## config.mk

```make
export PLATFORM = sky130hd
export DESIGN_NAME = frame_write_ctrl
export DESIGN_NICKNAME = d
export VERILOG_FILES = /design/src/rtl/frame_write_ctrl.sv
export SDC_FILE = /design/constraint.sdc
export NUM_CORES = 1
export LEC_CHECK = 0
export ABC_AREA = 1
export CORE_MARGIN = 5
export CORE_UTILIZATION = 55
export DETAILED_ROUTE_END_ITERATION = 8
export PLACE_DENSITY = 0.78
export SYNTH_ARGS = -nofsm -noshare
export SYNTH_HDL_FRONTEND = slang
export SYNTH_SLANG_ARGS = --single-unit
```

## constraint.sdc

```tcl
create_clock -name pclk -period 3.3 [get_ports pclk]
set_clock_uncertainty 0.05 [all_clocks]
set_input_delay 0.495 -clock pclk [delete_from_list [all_inputs] [get_ports pclk]]
set_output_delay 0.495 -clock pclk [all_outputs]
set_load 0.1 [all_outputs]
```

## src/rtl/frame_write_ctrl.sv

```systemverilog
// Frame write controller: moves pixel words from the input FIFO into a
// triple-buffered frame store using fixed-size memory write bursts.
module frame_write_ctrl #(
    parameter int BURST_LEN   = 64,
    parameter int FRAME_WORDS = 307200,
    parameter int ADDR_W      = 25
) (
    input  logic              pclk,
    input  logic              rst,
    input  logic              write_req,
    output logic              write_req_ack,
    input  logic [9:0]        fifo_rdusedw,
    output logic              fifo_rd_en,
    output logic              wr_burst_req,
    output logic [9:0]        wr_burst_len,
    output logic [ADDR_W-1:0] wr_burst_addr,
    input  logic              wr_burst_data_req,
    input  logic              wr_burst_finish,
    output logic [1:0]        write_addr_index,
    output logic [1:0]        read_addr_index,
    output logic              frame_done,
    output logic              busy
);
    // state     | meaning
    // IDLE      | waiting for write_req
    // ACK       | acknowledge request, load frame counters
    // WAIT_DATA | wait until the FIFO holds the next burst
    // BURST     | memory burst in flight
    // FRAME_END | publish finished buffer, advance write buffer
    typedef enum logic [2:0] {
        S_IDLE      = 3'd0,
        S_ACK       = 3'd1,
        S_WAIT_DATA = 3'd2,
        S_BURST     = 3'd3,
        S_FRAME_END = 3'd4
    } state_t;

    localparam int                FRAME_CW      = $clog2(FRAME_WORDS + 1);
    localparam int                CNT_W         = (FRAME_CW > 20) ? FRAME_CW : 20;
    localparam logic [CNT_W-1:0]  BURST_LEN_C   = CNT_W'(BURST_LEN);
    localparam logic [CNT_W-1:0]  FRAME_WORDS_C = CNT_W'(FRAME_WORDS);
    localparam logic [9:0]        BURST_LEN_W   = 10'(BURST_LEN);
    localparam logic [ADDR_W-1:0] BASE_1        = ADDR_W'(FRAME_WORDS);
    localparam logic [ADDR_W-1:0] BASE_2        = ADDR_W'(2 * FRAME_WORDS);

    state_t             state_q, state_d;
    logic [CNT_W-1:0]   offset_q, offset_d;
    logic [CNT_W-1:0]   remaining_q, remaining_d;
    logic [9:0]         beat_q, beat_d;
    logic [9:0]         len_q, len_d;
    logic [ADDR_W-1:0]  addr_q, addr_d;
    logic [1:0]         wr_idx_q, wr_idx_d;
    logic [1:0]         rd_idx_q, rd_idx_d;

    logic [9:0]         len_next;
    logic [ADDR_W-1:0]  base_addr;
    logic [CNT_W-1:0]   remaining_after;

    // Last burst of a frame shrinks to whatever is left.
    always_comb begin
        if (remaining_q < BURST_LEN_C) begin
            len_next = remaining_q[9:0];
        end else begin
            len_next = BURST_LEN_W;
        end
    end

    always_comb begin
        case (wr_idx_q)
            2'd1:    base_addr = BASE_1;
            2'd2:    base_addr = BASE_2;
            default: base_addr = '0;
        endcase
    end

    assign remaining_after = remaining_q - CNT_W'(len_q);

    assign write_req_ack    = (state_q == S_ACK);
    assign wr_burst_req     = (state_q == S_BURST);
    assign frame_done       = (state_q == S_FRAME_END);
    assign busy             = (state_q != S_IDLE);
    assign fifo_rd_en       = (state_q == S_BURST) && wr_burst_data_req && (beat_q < len_q);
    assign wr_burst_len     = len_q;
    assign wr_burst_addr    = addr_q;
    assign write_addr_index = wr_idx_q;
    assign read_addr_index  = rd_idx_q;

    always_comb begin
        state_d     = state_q;
        offset_d    = offset_q;
        remaining_d = remaining_q;
        beat_d      = beat_q;
        len_d       = len_q;
        addr_d      = addr_q;
        wr_idx_d    = wr_idx_q;
        rd_idx_d    = rd_idx_q;
        case (state_q)
            S_IDLE: begin
                if (write_req) begin
                    state_d = S_ACK;
                end
            end
            S_ACK: begin
                offset_d    = '0;
                remaining_d = FRAME_WORDS_C;
                state_d     = S_WAIT_DATA;
            end
            S_WAIT_DATA: begin
                if (fifo_rdusedw >= len_next) begin
                    len_d   = len_next;
                    addr_d  = base_addr + ADDR_W'(offset_q);
                    beat_d  = '0;
                    state_d = S_BURST;
                end
            end
            S_BURST: begin
                // Pops stop at the burst length even if memory keeps pulling.
                if (fifo_rd_en) begin
                    beat_d = beat_q + 10'd1;
                end
                if (wr_burst_finish) begin
                    offset_d    = offset_q + CNT_W'(len_q);
                    remaining_d = remaining_after;
                    state_d     = (remaining_after == '0) ? S_FRAME_END : S_WAIT_DATA;
                end
            end
            S_FRAME_END: begin
                rd_idx_d = wr_idx_q;
                wr_idx_d = (wr_idx_q == 2'd2) ? 2'd0 : wr_idx_q + 2'd1;
                state_d  = S_IDLE;
            end
            default: begin
                state_d = S_IDLE;
            end
        endcase
    end

    always_ff @(posedge pclk) begin
        if (rst) begin
            state_q     <= S_IDLE;
            offset_q    <= '0;
            remaining_q <= '0;
            beat_q      <= '0;
            len_q       <= '0;
            addr_q      <= '0;
            wr_idx_q    <= 2'd0;
            rd_idx_q    <= 2'd2;
        end else begin
            state_q     <= state_d;
            offset_q    <= offset_d;
            remaining_q <= remaining_d;
            beat_q      <= beat_d;
            len_q       <= len_d;
            addr_q      <= addr_d;
            wr_idx_q    <= wr_idx_d;
            rd_idx_q    <= rd_idx_d;
        end
    end

endmodule

```

# After elaboration in Yosys (flattened, before gate mapping)
# Index checks and enable logic that the tools add are counted.
[totals]
output_inout_bits = 44
input_bits = 15
word_cells = 52
register_bits = 92
[op_classes]
mux = 15
reduce_logical = 11
order_cmp = 3
add_sub_neg = 5
eq_ne = 10
[ops]
columns = ["cell", "n"]
rows = [
  ["20-bit case mux with 2 select lines", 3],
  ["20-bit two-way mux", 2],
  ["10-bit two-way mux", 3],
  ["25-bit by 20-bit adder with 25-bit output", 1],
  ["20-bit by 10-bit adder with 20-bit output", 1],
  ["20-bit zero test", 1],
  ["20-bit by 7-bit < comparator with 1-bit output, second input constant", 1],
  ["10-bit case mux with 2 select lines", 1],
  ["20-bit by 10-bit subtractor with 20-bit output", 1],
  ["3-bit two-way mux", 4],
  ["3-bit case mux with 4 select lines", 1],
  ["10-bit by 1-bit adder with 10-bit output, second input constant", 1],
  ["10-bit greater-or-equal comparator", 1],
  ["10-bit < comparator", 1],
  ["3-bit by 2-bit == test with 1-bit output, second input constant", 2],
  ["2-bit != test, second input constant", 3],
  ["3-bit AND reduction", 2],
  ["2-bit AND reduction", 2],
  ["2-bit nonzero test", 2],
  ["3-bit by 1-bit == test with 1-bit output, second input constant", 1],
  ["3-bit == test, second input constant", 1],
  ["3-bit zero test", 1],
  ["3-bit nonzero test", 1],
  ["2-bit by 1-bit adder with 2-bit output, second input constant", 1],
  ["5 further kinds", 6],
]

# Logic depth before layout (Yosys ltp)
[depth]
word_depth = 5
depth_mapped = 21
mapped_depth_nobuf = 20

# Worst setup path after synthesis
# No wires, ideal clock.
[synth_timing]
kind = "register to register"
from = "reg state_q[0]"
to = "reg offset_q[18]"
n_path_buf = 0
setup_time_ps = 117
synth_period_minus_slack_ps = 3636
setup_slack_ps = -336
required_time_ps = 3133
arrival_time_ps = 3469
stages_incl_launch_ff = 12
cell_sequence = "dfxtp_1 -> inv_2 -> nor3_1 -> inv_2 -> nand2_4 -> inv_4 -> nor3_2 -> nand3_1 -> clkinv_1 -> nand3_1 -> o21ai_1 -> a21oi_1"
[synth_via]
elab_chain_cells = 3
word_cells_on_any_way = 6
classes_between = "eq/ne: 3; mux: 1; reduce/logical: 2"
[synth_rtl]
columns = ["element", "line_no", "text"]
rows = [
  ["start, declared", "46", "state_t state_q, state_d;"],
  ["start signal, assigned", "149", "state_q <= state_d;"],
  ["3-bit by 1-bit == test with 1-bit output (*)", "-", ""],
  ["named net write_req_ack", "11", "output logic write_req_ack,"],
  ["2-bit nonzero test (no line)", "-", ""],
  ["2-bit AND reduction (no line)", "-", ""],
  ["end signal, assigned", "150", "offset_q <= offset_d;"],
  ["end, declared", "47", "logic [CNT_W-1:0] offset_q, offset_d;"],
]
# The timed path passes the listed nets; every way through them passes the cells marked *.
# A chain may end at the register's enable or synchronous reset.

# Worst setup path in the final report
[layout_timing]
from = "reg remaining_q[10]"
to = "reg beat_q[6]"
[layout_via]
elab_chain_cells = 5
[layout_rtl]
columns = ["element", "line_no", "text"]
rows = [
  ["start, declared", "48", "logic [CNT_W-1:0] remaining_q, remaining_d;"],
  ["start signal, assigned", "151", "remaining_q <= remaining_d;"],
  ["20-bit by 7-bit < comparator with 1-bit output", "61", "if (remaining_q < BURST_LEN_C) begin"],
  ["10-bit two-way mux", "61", ""],
  ["10-bit greater-or-equal comparator", "109", "if (fifo_rdusedw >= len_next) begin"],
  ["2-bit != test (no line)", "-", ""],
  ["3-bit AND reduction (no line)", "-", ""],
  ["end signal, assigned", "152", "beat_q <= beat_d;"],
  ["end, declared", "49", "logic [9:0] beat_q, beat_d;"],
]
# Every way passes these cells.

==> flow_metrics.tcl <==
set metrics [dict create \
    status "finished, final reports clean" \
    cts_tree "built" \
    slew_headroom_pct 33.21 \
    finalNetCount 956 \
    worstPathArrival_ps 3170 \
    avgSynthCellArea_sq_um 6.726 \
    ys.flop_type "dfxtp_1" \
    ys_types 45 \
    synth_cells 834 \
    finalPower_mw 3.281 \
    utilization_pct 65.32 \
    grt_pass1_wl_mm 24.19 \
    finalCritPeriodShare_pct 87.96 \
    grt.total_usage_pct 23.53 \
    ant_nets 0 \
    synth.most_common_cell "nand2_1" \
    syn_area_sq_um 5609 \
    synth_common_cells "nand2_1 (206), inv_1 (98), nor2_1 (92), dfxtp_1 (88), a21oi_1 (82)" \
    clkTransAtPathRegs_ps 90 \
    routed_wl_mm 14.49 \
    die-area_sq_um 12320 \
    path_cells "nor2_1, nand2_1, nor3_1, nand2_1, inv_1, nand2_1, ha_1, nand2_1, o21ai_0, nand2_1, nand4_1, nand2_1, inv_2, nor2_4, inv_6, nand2_4, or2_0, a21oi_2" \
    cts_made_buffers 9 \
    fill_cells 899 \
    vias_per_cell 5.440 \
    detailed_place_hpwl_mm 11.15 \
    critical_path_class "reg -> reg" \
    drive_gt1_share_pct 7.391 \
    finalCriticalPeriod_ps 2903 \
    hold_viol 0 \
    io_buffers 54 \
    clock_path_buffers 2 \
    antennaDiodeCount 0 \
    fp-row-count 36 \
    endpoint_kind "flip-flop" \
    first_iter_violations 323 \
    synth_top_area_share_pct 31.41 \
    place_congestion 0.9277 \
    grt_pass1_vias 5234 \
    clk_latency_ps 380 \
    holdBufCountCts 0 \
    peakVddDrop_v 0.0005465 \
    worstMarginPinSlew_ps 998.8 \
    dieWidth_microns 111.0 \
    fmax_mhz 344.5 \
    cts_root_buf "clkbuf_8" \
    io_pins 59 \
    synthArstFlopShare_pct 0 \
    seq_area_sq_um 1772 \
    antenna_found_initial 0 \
    seq_area_frac_synth_pct 31.41 \
    yosys_warnings 0 \
    synthTopCellsByArea "dfxtp_1 (31%), nand2_1 (14%), ha_1 (11%)" \
    setup_viol_count_final 0 \
    cts_sinks 88 \
    hold_class "reg -> reg" \
    rsz0062_at_grt "no" \
    grt_max_degree 31 \
    cp-start-kind "flip-flop" \
    power_leakage_nw 2.949 \
    yosys.area.top_type "dfxtp_1" \
    coreArea_sq_um 9864 \
    place_ws_ps 362.5 \
    place_area_sq_um 6265 \
    cts_max_level 3 \
    power_density_nw_per_um2 509.2 \
    critPathMaxFanout 8 \
    required_ps 3570 \
    synth-edff-count 0 \
    dr.pass1.iters 5 \
    die_y_microns 111.0 \
    finalMaxSlewViolations 0 \
    start_util_pct 56.86 \
    cpMaxStageDelayCell "dfxtp_1" \
    fin_tns_setup_ps 0 \
    finish.instance_area_sq_um 6444 \
    gr-total-overflow 0 \
    crit_top_cell "nand2_1" \
    wl_per_cell_microns 14.12 \
    drc 0 \
    ys_ff_latch 88 \
    areaGrowthSynthToFinish_pct 14.88 \
    worst_slack_ps 397.2 \
    max_stage_delay_ps 380 \
    vias 5581 \
    cap_violations 0 \
    multiInputGateArea_sq_um 3356 \
]
==> critical path: cells and delay by family, from the launching register on <==
| kind | cells | cell delay, ps |
|---|---|---|
| compound gates | 2 | 300 |
| fa+ha+maj | 1 | 280 |
| flops | 1 | 380 |
| simple gates | 12 | 1410 |
| buf+inv | 3 | 430 |
==> power breakdown <==
| part | switching (mW) | internal, mW |
|---|---|---|
| combinational | 1.02 | 0.358 |
| sequential | 0.0627 | 1.14 |
| clock | 0.406 | 0.295 |
| total | 1.49 | 1.79 |
==> path summary, 6_finish.rpt <==
kind	startpoint	slack (ps)	end	cells after the start
setup reg to reg	remaining_q[10]	400	beat_q[6]	18
hold reg to reg	read_addr_index[1]	430	read_addr_index[1]	2
setup / recovery	remaining_q[10]	400	beat_q[6]	18
hold / removal	read_addr_index[1]	430	read_addr_index[1]	2
==> registers in the layout, indices dropped and copies added, names as in the netlist <==
register,cells
wr_burst_addr,21
offset_q,20
remaining_q,20
beat_q,10
wr_burst_len,10
state_q,3
read_addr_index,2
write_addr_index,2
==> metal layers <==
metal	global-route usage [%]	share of wire, %	routed length (microns)	vias to the layer above
li1	-	-	-	2837
met1	30.55	47	6815	2561
met2	38.75	46	6603	160
met3	5.622	5.8	838	23
met4	7.143	1.6	227	0
met5	0	0	0	-
==> cell type report <==
type                       count  area share, %
sequential                    88          27.50
clock buffer                  12          2.252
multi-input combinational    621          52.08
tap                          133          2.583
timing repair buffer          60          8.718
inverter                     108          6.408
clock inverter                 4         0.4660
==> through the flow <==
| step | cells | hold WS, ps |
|---|---|---|
| final | 1026 | 432.6 |
| after global routing | 1026 | 460.2 |
| after CTS | 1026 | 436.3 |
| after detailed placement | 1010 | 416.9 |
| after global placement | 1010 | 409.0 |
| after floorplan | 839 | 401.8 |
==> what timing repair did <==
item	in CTS	in global routing
endpoints found under the hold margin	0	0
buffers inserted	0	0
setup endpoints to repair	0	8
resized for setup	0	1
==> cell usage in the layout (no fill, tap or decap), drive strengths merged, types with 7 or more instances in the layout <==
cell,synthesis,final
nand2,211,211
inv,106,106
nor2,94,94
dfxtp,88,88
a21oi,83,83
nand3,54,54
ha,50,50
o21ai,49,49
clkdlybuf4s50,0,43
buf,12,17
nor3,14,14
clkbuf,10,12
nand4,10,10
nand3b,8,8
conb,2,7
==> kinds of logic (layout without fill, tap and decap cells) <==
kind of cell               after synthesis  count (layout)  share of synthesized area, %
other                                    2               7                        0.1339
and+or+nand+nor                        401             401                         31.16
adders and majority gates               53              53                         12.22
AOI/OAI and AO/OA                      154             154                         14.86
xor gates and xnor gates                 6               6                        0.9369
buffers and inverters                  130             184                         9.280
DFF                                     88              88                         31.41
Note: power is estimated with default switching activity, not from simulation.
==> variant 1: new RTL, config.mk and constraints unchanged <==
The 5 states of `state_t` get a one-hot encoding in 5 bits.
--- a/src/rtl/frame_write_ctrl.sv
+++ b/src/rtl/frame_write_ctrl.sv
@@ -27,12 +27,12 @@
     // WAIT_DATA | wait until the FIFO holds the next burst
     // BURST     | memory burst in flight
     // FRAME_END | publish finished buffer, advance write buffer
-    typedef enum logic [2:0] {
-        S_IDLE      = 3'd0,
-        S_ACK       = 3'd1,
-        S_WAIT_DATA = 3'd2,
-        S_BURST     = 3'd3,
-        S_FRAME_END = 3'd4
+    typedef enum logic [4:0] {
+        S_IDLE      = 5'b00001,
+        S_ACK       = 5'b00010,
+        S_WAIT_DATA = 5'b00100,
+        S_BURST     = 5'b01000,
+        S_FRAME_END = 5'b10000
     } state_t;
 
     localparam int                FRAME_CW      = $clog2(FRAME_WORDS + 1);
Function: same outputs for any inputs over 10 cycles, from zero or initial values and one cycle with rst high; not proved beyond that.
==> variant 1 against the original RTL <==
  * Routed wire length is 0.76% lower
  * Worst setup slack improved by 0.017 ns
  * Count of clock-buffer cells in the layout fell by 2
  * Final cell count rose by 2.9%
  * Sequential cell count grew 2
  * Critical path type unchanged
  * Synthesized area up 4.1%
  * Final area rose by 3.4%
  * Total power decreased by 3.3%
  * Highest routed layer unchanged
==> variant 1: results (changes against the original RTL) <==
status -> finished clean
peak supply drop -> 0.659 mV (+21%)
first-pass GRT wire length -> 24.5 mm (+1.2%)
sequential area share after synthesis -> 30.9% (-0.54 points)
crit-path max FO -> 30 (+22)
Layout Nets -> 983 (+2.8%)
Worst Tran Pin Value -> 0.980 ns (-0.0184 ns)
r2r setup slk -> 0.41 ns (+0.02 ns)
R2R Path Start -> remaining_q[10]$_SDFFE_PP0P_
critical path data arrival time -> 3.14 ns (-0.03 ns)
synth top area cells -> dfxtp_1 (31%), nand2_1 (14%), ha_1 (11%), a21oi_1 (8.0%), inv_1 (6.8%)
Lkg Pwr -> 2.99 nW (+1.4%)
synth warn -> 0 (unchanged)
Initial DRT Pass Iterations -> 6 (+1)
CTS Buf Count -> 9 (unchanged)
vias -> 5599 (+0.32%)
Tot GR Track Use -> 23.5% (-0.030 points)
pre-CTS WS -> 0.420 ns (+0.0576 ns)
Commonest cells post-synth -> nand2_1 (210), inv_1 (105), a21oi_1 (93)
DR iter-0 viols -> 348 (+7.7%)
reg2reg end -> wr_burst_addr[18]$_SDFFE_PP0P_
Synth cell types -> 43 (-4.4%)
largest net degree at the start of global routing -> 39 (+26%)
GPL Wtd Cong -> 0.895 (-3.5%)
# fillers -> 943 (+4.9%)
hold depth -> 2 (unchanged)
layout cells sized above 1 -> 8.04% (+0.65 points)
vias in the first global route -> 5146 (-1.7%)
post-DP HPWL -> 11.0 mm (-0.96%)
Reg2Reg Depth -> 16 (-2)
WL per Instance -> 13.6 um (-3.6%)
Antenna diodes -> 0 (unchanged)
WHS Endpoint -> offset_q[19]$_SDFFE_PP0P_
worst hold start -> offset_q[19]$_SDFFE_PP0P_
post-cts sizing count -> 0 (unchanged)
-- variant 1: cell type report --
| class | instances | area share [%] |
|---|---|---|
| timing repair buffer | 59 | 8.26 |
| tap | 136 | 2.55 |
| multi-input combinational | 643 | 52.8 |
| clock buffer | 10 | 1.92 |
| clock inverter | 6 | 1.11 |
| inverter | 112 | 6.35 |
| sequential | 90 | 27.1 |
-- variant 1: critical path, delay by kind of cell (launching register included) --
kind	cells	cell delay (ns)
buffers and inverters	3	0.48
AND/OR/NAND/NOR	10	1.35
adder cells (fa/ha/maj)	1	0.28
AO/OA/AOI/OAI	2	0.27
flip-flops	1	0.39
-- variant 1: layer usage --
metal	up-vias	track usage [%]	part of all wire [%]	wire, um
li1	2927	-	-	-
met1	2523	32.6	48	6940
met2	136	37.1	45	6400
met3	13	4.06	6.0	861
met4	0	7.69	1.2	175
met5	-	0	0	0
-- variant 1: worst max path at each step --
| stage | cells after the start | endpoint | startpoint | slack [ns] |
|---|---|---|---|---|
| after global routing | 16 | beat_q[9]$_SDFFE_PP0P_ | remaining_q[10]$_SDFFE_PP0P_ | 0.001 |
| after CTS | 16 | wr_burst_addr[18]$_SDFFE_PP0P_ | remaining_q[10]$_SDFFE_PP0P_ | 0.35 |
| after floorplan | 8 | fifo_rd_en | wr_burst_len[5]$_SDFFE_PP0P_ | 0.13 |
| after global placement | 16 | beat_q[2]$_SDFFE_PP0P_ | remaining_q[10]$_SDFFE_PP0P_ | 0.53 |
| final | 16 | wr_burst_addr[18]$_SDFFE_PP0P_ | remaining_q[10]$_SDFFE_PP0P_ | 0.41 |
| after detailed placement | 16 | beat_q[2]$_SDFFE_PP0P_ | remaining_q[10]$_SDFFE_PP0P_ | 0.42 |
-- variant 1: cell families after synthesis --
logic type               count (synthesis)  synth area share [%]
AO/OA/AOI/OAI                          167                  15.6
XOR/XNOR                                12                  1.80
adder cells (fa/ha/maj)                 53                  11.7
buffers and inverters                  135                  9.47
flip-flops                              90                  30.9
other                                    2                 0.129
AND/OR/NAND/NOR                        404                  30.4
-- variant 1: power breakdown --
| group | switching, W | internal, W | leakage [nW] |
|---|---|---|---|
| Sequential | 0.0000429 | 0.00113 | 0.726 |
| Combinational | 0.000875 | 0.000327 | 2.17 |
| Clock | 0.000438 | 0.000360 | 0.0950 |
| Total | 0.00136 | 0.00182 | 2.99 |
-- variant 1: per-stage QoR --
stage | cell area, um2 | hold WS, ns | total power (W) | cells | util (%)
floorplan | 5860 | 0.393 | 0.00211 | 868 | -
global placement | 6440 | 0.410 | 0.00239 | 1040 | 62.4
detailed placement | 6440 | 0.411 | 0.00239 | 1040 | 62.4
CTS | 6650 | 0.433 | 0.00318 | 1056 | 64.4
global route | 6660 | 0.453 | 0.00336 | 1056 | 64.5
finish | 6660 | 0.425 | 0.00317 | 1056 | 64.5
==> variant 2: new RTL, config.mk and constraints unchanged <==
Without the edit above. `ADDR_W`: 25 -> 50.
--- a/src/rtl/frame_write_ctrl.sv
+++ b/src/rtl/frame_write_ctrl.sv
@@ -3,7 +3,7 @@
 module frame_write_ctrl #(
     parameter int BURST_LEN   = 64,
     parameter int FRAME_WORDS = 307200,
-    parameter int ADDR_W      = 25
+    parameter int ADDR_W      = 50
 ) (
     input  logic              pclk,
     input  logic              rst,
Interface: changed (resized wr_burst_addr); port bits go from 59 to 84. The function was not compared with the original's and may differ.
==> variant 2 against the original RTL <==
  * Routed wire length decreased by 2.9%
  * Total power grew 7.6%
  * Worst setup slack got worse by 0.071 ns
  * Global-route usage down 1.5 points
  * Highest routed layer unchanged
  * Sequential power is essentially flat
  * Synthesized area grew 3.3%
  * Via count down 2.8%
  * Critical path type unchanged
  * Sequential cell count unchanged
  * Combinational power grew 8%
  * Final area increased by 2.3%
==> variant 2: results (changes against the original RTL) <==
post-DP HPWL -> 10.9 mm (-2.6%)
Initial DRT Pass Iterations -> 8 (+3)
switching share of power -> 45.0% (-0.47 points)
clk pwr -> 0.000844 W (+21%)
critical path's top delay family -> simple AND/OR/NAND/NOR gates
critical path data arrival time -> 3.22 ns (+0.05 ns)
vias in the first global route -> 4820 (-7.9%)
Slew HR -> 33.9% (+0.74 points)
met1 Usage GRT -> 30.9% (+0.31 points)
WHS Endpoint -> offset_q[11]$_SDFFE_PP0P_
worst hold start -> offset_q[11]$_SDFFE_PP0P_
status -> finished clean
WL per Instance -> 13.3 um (-5.5%)
Final min period -> 2.97 ns (+0.0713 ns)
Tot GR Track Use -> 22.0% (-1.5 points)
pre-CTS WS -> 0.397 ns (+0.0342 ns)
DR iter-0 viols -> 385 (+19%)
met3 wire len -> 818 um (-2.4%)
pwr dens -> 536 nW/um2 (+5.3%)
crit-path max FO -> 30 (+22)
clock latency on the worst-skew pair -> 0.36 ns (-0.02 ns)
cell area after placement -> 6360 um2 (+1.5%)
Reg2Reg Depth -> 16 (-2)
H-tree lvl count -> 3 (unchanged)
met2 WL -> 6.31 mm (-4.4%)
GPL Wtd Cong -> 0.912 (-1.7%)
peak supply drop -> 0.449 mV (-18%)
reg2reg end -> wr_burst_addr[20]$_SDFFE_PP0P_
R2R Path Start -> remaining_q[10]$_SDFFE_PP0P_
first-pass GRT wire length -> 23.1 mm (-4.5%)
WL met1 -> 6.81 mm (-0.15%)
met2 global-route usage -> 35.2% (-3.6 points)
layout cells sized above 1 -> 7.52% (+0.13 points)
Layout Nets -> 981 (+2.6%)
synth top area cells -> dfxtp_1 (30%), nand2_1 (13%), ha_1 (11%), a21oi_1 (7.1%), inv_1 (6.3%)
Lkg Pwr -> 3.07 nW (+4.2%)
Synth cell types -> 45 (unchanged)
vias per std cell -> 5.15 (-5.3%)
[variant 2: layout make-up]
| class | count | area (um2) |
|---|---|---|
| Fill cell | 977 | 3730 |
| Multi-Input combinational cell | 646 | 3450 |
| Sequential cell | 88 | 1770 |
| Timing Repair Buffer | 60 | 556 |
| Inverter | 108 | 413 |
| Tap cell | 136 | 170 |
| Clock buffer | 10 | 138 |
| Clock inverter | 6 | 91.3 |
[variant 2: cell families (layout without fill, tap and decap cells)]
group,count (synthesis),count (layout),share of synthesized area [%]
AND/OR/NAND/NOR,401,401,30.2
XOR/XNOR,6,6,0.907
other,2,32,0.130
AO/OA/AOI/OAI,154,154,14.4
adder cells (fa/ha/maj),53,53,11.8
buffers and inverters,155,184,12.2
flip-flops,88,88,30.4
[variant 2: per-stage QoR]
stage | instances | hold slack, ns
2_1_floorplan | 889 | 0.402
3_3_place_gp | 1038 | 0.411
3_5_place_dp | 1038 | 0.421
4_1_cts | 1054 | 0.436
5_1_grt | 1054 | 0.455
6_report | 1054 | 0.436
